[src/rtl/fec_decoder.sv]
// fec_decoder: decodes a pair of Hamming(7,4) codewords into one byte.
// Each word is laid out p1 p2 d1 p3 d2 d3 d4 (bit0..bit6), and a single-bit
// error per word is corrected. The FSM walks IDLE -> SYND -> CORR -> OUT
// and holds the byte in OUT until the downstream side accepts it.
// Optional feature macro: FEC_DEC_ERR_CNT_EN enables the saturating
// corrected-codeword counter on err_cnt; otherwise err_cnt is tied to 0.
module fec_decoder #(
    parameter int CNT_W = 16
) (
    input  logic             clk,
    input  logic             rst_n,      // active-high synchronous reset despite the name
    input  logic             en,
    input  logic             req,
    input  logic [13:0]      code_in,
    output logic             ack,
    output logic [7:0]       data_out,
    output logic             data_valid,
    input  logic             data_ready,
    output logic             err_corr,
    output logic [CNT_W-1:0] err_cnt
);

    typedef enum logic [1:0] {
        IDLE = 2'd0,
        SYND = 2'd1,
        CORR = 2'd2,
        OUT  = 2'd3
    } state_t;

    state_t      state_q, state_d;
    logic [13:0] code_q, code_d;
    logic [2:0]  syn_hi_q, syn_hi_d;
    logic [2:0]  syn_lo_q, syn_lo_d;
    logic        ack_q, ack_d;
    logic [7:0]  data_out_q, data_out_d;
    logic        data_valid_q, data_valid_d;
    logic        err_corr_q, err_corr_d;

    // Syndrome {s3,s2,s1}; a nonzero value is the 1-based position of the bad bit.
    function automatic logic [2:0] syndrome(input logic [6:0] w);
        logic s1, s2, s3;
        s1 = w[0] ^ w[2] ^ w[4] ^ w[6];
        s2 = w[1] ^ w[2] ^ w[5] ^ w[6];
        s3 = w[3] ^ w[4] ^ w[5] ^ w[6];
        return {s3, s2, s1};
    endfunction

    // Flip bit S-1; a zero syndrome shifts the marker into the discarded bit 0.
    function automatic logic [6:0] correct(input logic [6:0] w, input logic [2:0] s);
        logic [7:0] mask;
        mask = 8'd1 << s;
        return w ^ mask[7:1];
    endfunction

    // Data bits of a corrected word: {d4,d3,d2,d1}.
    function automatic logic [3:0] nibble(input logic [6:0] w);
        return {w[6], w[5], w[4], w[2]};
    endfunction

    // Next-state and next-output logic; en=0 holds everything and squashes ack.
    always_comb begin
        state_d      = state_q;
        code_d       = code_q;
        syn_hi_d     = syn_hi_q;
        syn_lo_d     = syn_lo_q;
        ack_d        = 1'b0;
        data_out_d   = data_out_q;
        data_valid_d = data_valid_q;
        err_corr_d   = err_corr_q;
        if (en) begin
            case (state_q)
                IDLE: begin
                    if (req) begin
                        code_d  = code_in;
                        ack_d   = 1'b1;
                        state_d = SYND;
                    end
                end
                SYND: begin
                    syn_hi_d = syndrome(code_q[13:7]);
                    syn_lo_d = syndrome(code_q[6:0]);
                    state_d  = CORR;
                end
                CORR: begin
                    data_out_d   = {nibble(correct(code_q[13:7], syn_hi_q)),
                                    nibble(correct(code_q[6:0], syn_lo_q))};
                    err_corr_d   = (syn_hi_q != 3'd0) || (syn_lo_q != 3'd0);
                    data_valid_d = 1'b1;
                    state_d      = OUT;
                end
                OUT: begin
                    if (data_ready) begin
                        data_valid_d = 1'b0;
                        state_d      = IDLE;
                    end
                end
                default: state_d = IDLE;
            endcase
        end
    end

    // FSM state and all registered outputs; reset aborts any in-flight word.
    always_ff @(posedge clk) begin
        if (rst_n) begin
            state_q      <= IDLE;
            code_q       <= 14'd0;
            syn_hi_q     <= 3'd0;
            syn_lo_q     <= 3'd0;
            ack_q        <= 1'b0;
            data_out_q   <= 8'h00;
            data_valid_q <= 1'b0;
            err_corr_q   <= 1'b0;
        end else begin
            state_q      <= state_d;
            code_q       <= code_d;
            syn_hi_q     <= syn_hi_d;
            syn_lo_q     <= syn_lo_d;
            ack_q        <= ack_d;
            data_out_q   <= data_out_d;
            data_valid_q <= data_valid_d;
            err_corr_q   <= err_corr_d;
        end
    end

    // ack_q may already be set when en falls, so gate it to keep ack low while frozen.
    assign ack        = ack_q & en;
    assign data_out   = data_out_q;
    assign data_valid = data_valid_q;
    assign err_corr   = err_corr_q;

`ifdef FEC_DEC_ERR_CNT_EN
    logic [1:0]       n_corr_q, n_corr_d;
    logic [CNT_W-1:0] err_cnt_q, err_cnt_d;

    // Add the per-byte correction count, sticking at all-ones instead of wrapping.
    function automatic logic [CNT_W-1:0] sat_add(input logic [CNT_W-1:0] a,
                                                 input logic [1:0] b);
        logic [CNT_W:0] sum;
        sum = {1'b0, a} + (CNT_W+1)'(b);
        return sum[CNT_W] ? {CNT_W{1'b1}} : sum[CNT_W-1:0];
    endfunction

    // Count corrected words of the byte in CORR, commit on the OUT handshake.
    always_comb begin
        n_corr_d  = n_corr_q;
        err_cnt_d = err_cnt_q;
        if (en && state_q == CORR) begin
            n_corr_d = {1'b0, syn_hi_q != 3'd0} + {1'b0, syn_lo_q != 3'd0};
        end
        if (en && state_q == OUT && data_ready) begin
            err_cnt_d = sat_add(err_cnt_q, n_corr_q);
        end
    end

    // Counter registers.
    always_ff @(posedge clk) begin
        if (rst_n) begin
            n_corr_q  <= 2'd0;
            err_cnt_q <= '0;
        end else begin
            n_corr_q  <= n_corr_d;
            err_cnt_q <= err_cnt_d;
        end
    end

    assign err_cnt = err_cnt_q;
`else
    assign err_cnt = '0;
`endif

endmodule

[config.mk]
export PLATFORM = sky130hd
export DESIGN_NAME = fec_decoder
export DESIGN_NICKNAME = d
export VERILOG_FILES = /design/src/rtl/fec_decoder.sv
export SDC_FILE = /design/constraint.sdc
export NUM_CORES = 1
export LEC_CHECK = 0
export ABC_AREA = 1
export CORE_MARGIN = 4
export CORE_UTILIZATION = 45
export CTS_BUF_LIST = sky130_fd_sc_hd__clkbuf_4
export CTS_CLUSTER_SIZE = 24
export DETAILED_ROUTE_END_ITERATION = 8
export PLACE_DENSITY = 0.73
export SLEW_MARGIN = 20
export SYNTH_ARGS = -nofsm -noshare
export SYNTH_HDL_FRONTEND = slang
export SYNTH_SLANG_ARGS = --single-unit
[constraint.sdc]
create_clock -name clk -period 2.7 [get_ports clk]
set_input_delay 0.54 -clock clk [delete_from_list [all_inputs] [get_ports clk]]
set_output_delay 0.54 -clock clk [all_outputs]
set_load 0.05 [all_outputs]
==> summary.txt <==
Synth Warn # = 0
Std-Cell Rows = 23
Register bit count reported by yosys = 33
Yosys cell types = 18
DRC = 0
Setup TNS = 0 ns
Period utilization = 75.90%
Seq/Total Area, Yosys = 35.72%
Worst-path cell chain = clkdlybuf4s50_1
CTS tree = yes
Maximum operating frequency = 0.4880 GHz
1st-pass router iterations = 4
Synth-to-layout area growth = 17.52%
Worst Tran Pin Value = 0.5096 ns
Layout cells sized above 1 = 4.375%
Worst VDD drop = 0.0002989 V
Max Slew Vio Count = 0
Most frequent cells in the layout = nand2_1, inv_1, dfxtp_1, a21oi_1, clkdlybuf4s50_1
Largest family of logic cells by synthesized area = simple AND/OR/NAND/NOR gates
Worst path bufs/invs = 1
Initial Util = 46.23%
Synth top area share = 35.72%
Final Setup Violations = 0
Die X = 72.11 um
Status = finished, final reports clean
Delay-heaviest family, CP = buffers and inverters
CP required = 2.16 ns
H-tree Lvls = 2
Post-synthesis mux area share = 0%
Worst setup EP type = primary output
Vias in the first global route = 1484
Total track usage = 15.30%
Post-CTS Setup Repair Bufs = 0
IO Count = 46
Global-route wire length before repair = 6.334 mm
Total grt overflow = 0
Crit path kind = flip-flop to primary output
Largest net degree at the start of global routing = 30
CP max stage delay = 0.81 ns
Nets@finish = 343
Worst EP arrival = 1.51 ns
GPL Wtd Cong = 0.7746
Power Density = 525.2 nW/um2
Post-synth top area cell = dfxtp_1
Skew-Pair Late Insertion Delay = 0.34 ns
Cts bufs inserted = 5
Slowest CP cell = clkdlybuf4s50_1
Final wirelength = 3.820 mm
Cells after Synth = 289
Initial antenna violation count = 0
Clk slew on worst S/H paths = 0.10 ns
Die area = 5199 um2
Root Buffer Master = clkbuf_4
Setup crit start kind = flip-flop
Xor-xnor portion of the synthesized cell area = 0%
Compound-gate portion of the synthesized area = 15.16%
Initial DRC count = 63
Buffers on Ports = 29
Via density = 4.676
Clock sinks = 33
Storage element area = 660.6 um2
Drt wl/cell = 10.32 um
Mean Syn Cell Area = 6.399 um2
Hold Worst Slack = 0.4778 ns
Clock skew = 0.008065 ns
Simple-Gate Fraction of Synth Area = 28.76%
Commonest non-fill, non-tap cell in the layout = nand2_1
Post-Synth Adder-Cell Area = 3.383%
Synth area leaders = dfxtp_1, nand2_1, a21oi_1
Ant. Diodes = 0
Fill cells = 416
Static Leakage = 0.001035 uW
Maxcap violations = 0
Longest Clk Path Bufs = 2
Relative slew slack = 65.92%
Hold WC Path Type = flip-flop to flip-flop
Unrepaired setup endpoints after global routing = no
Final hold vios = 0
Vias = 1730
Cells resized by post-CTS repair = 0
Post-Syn Area = 1849 um2
Core area = 4000 um2
Detailed-placement wirelength estimate = 2.859 mm
Die height = 72.11 um
Hold_buf cts = 0
Final ANT Viol Nets = 0
CP Max Fanout = 2
Tmin final = 2.049 ns
Area of the multi-input gates = 934.6 um2
final cells by class:
type                    count  share of cell area, %
multi-input cells         208                  43.01
flip-flops and latches     33                  30.40
repair buffers             31                  14.51
inverters                  40                  6.908
well taps                  50                  2.879
clock buffers               5                  1.727
clock inverters             3                 0.5757
synthesized netlist by cell type (all sizes together):
cell	instances
inv	40
dfxtp	33
a21oi	32
ha	5
nand2	84
conb	1
or2	1
o21ai	24
nand3	16
nor2	24
buf	20
clkbuf	3
nand4	6
per-stage QoR:
| step | setup slack (ns) | power (uW) | instance area (um2) | utilization (%) | std cells |
|---|---|---|---|---|---|
| floorplan | 1.280 | 824.9 | 1906 | - | 304 |
| global placement | 0.7442 | 886.7 | 2123 | 53.08 | 362 |
| detailed placement | 0.7239 | 892.1 | 2123 | 53.08 | 362 |
| CTS | 0.6401 | 1154 | 2173 | 54.33 | 370 |
| global route | 0.5907 | 1220 | 2173 | 54.33 | 370 |
| finish | 0.6507 | 1141 | 2173 | 54.33 | 370 |
path summary, 6_finish.rpt:
check,startpoint,to,slack [ns],cells after the start
worst max register to register,state_q[0],data_out[5],1.30,6
worst min-delay path,data_valid,data_valid,0.48,2
worst min register to register,data_valid,data_valid,0.48,2
worst max-delay path,data_out[5],data_out[5],0.65,1
per-layer routing:
metal  GRT usage, %  part of all wire [%]  vias up
met5              0                     0        -
met4          6.263                   1.4        0
met3          4.432                   4.8        7
met2          25.88                    50       31
met1          18.09                    44      753
li1               -                     -      939
kinds of logic after synthesis:
logic type                 Yosys count
and+or+nand+nor                    131
buffers and inverters               63
adders and majority gates            5
other                                1
AOI/OAI and AO/OA                   56
DFF                                 33
power by group:
| part | switching, uW | internal [uW] |
|---|---|---|
| logic | 210 | 106 |
| registers | 37.9 | 526 |
| clock network | 168 | 94.1 |
state kept, by name, summed over array words and instances (netlist names):
name        flops
syn_lo_q        3
state_q         2
code_q         14
syn_hi_q        3
data_valid      1
err_corr        1
data_out        8
ack_q           1
Power figures use the tool's default switching activity.
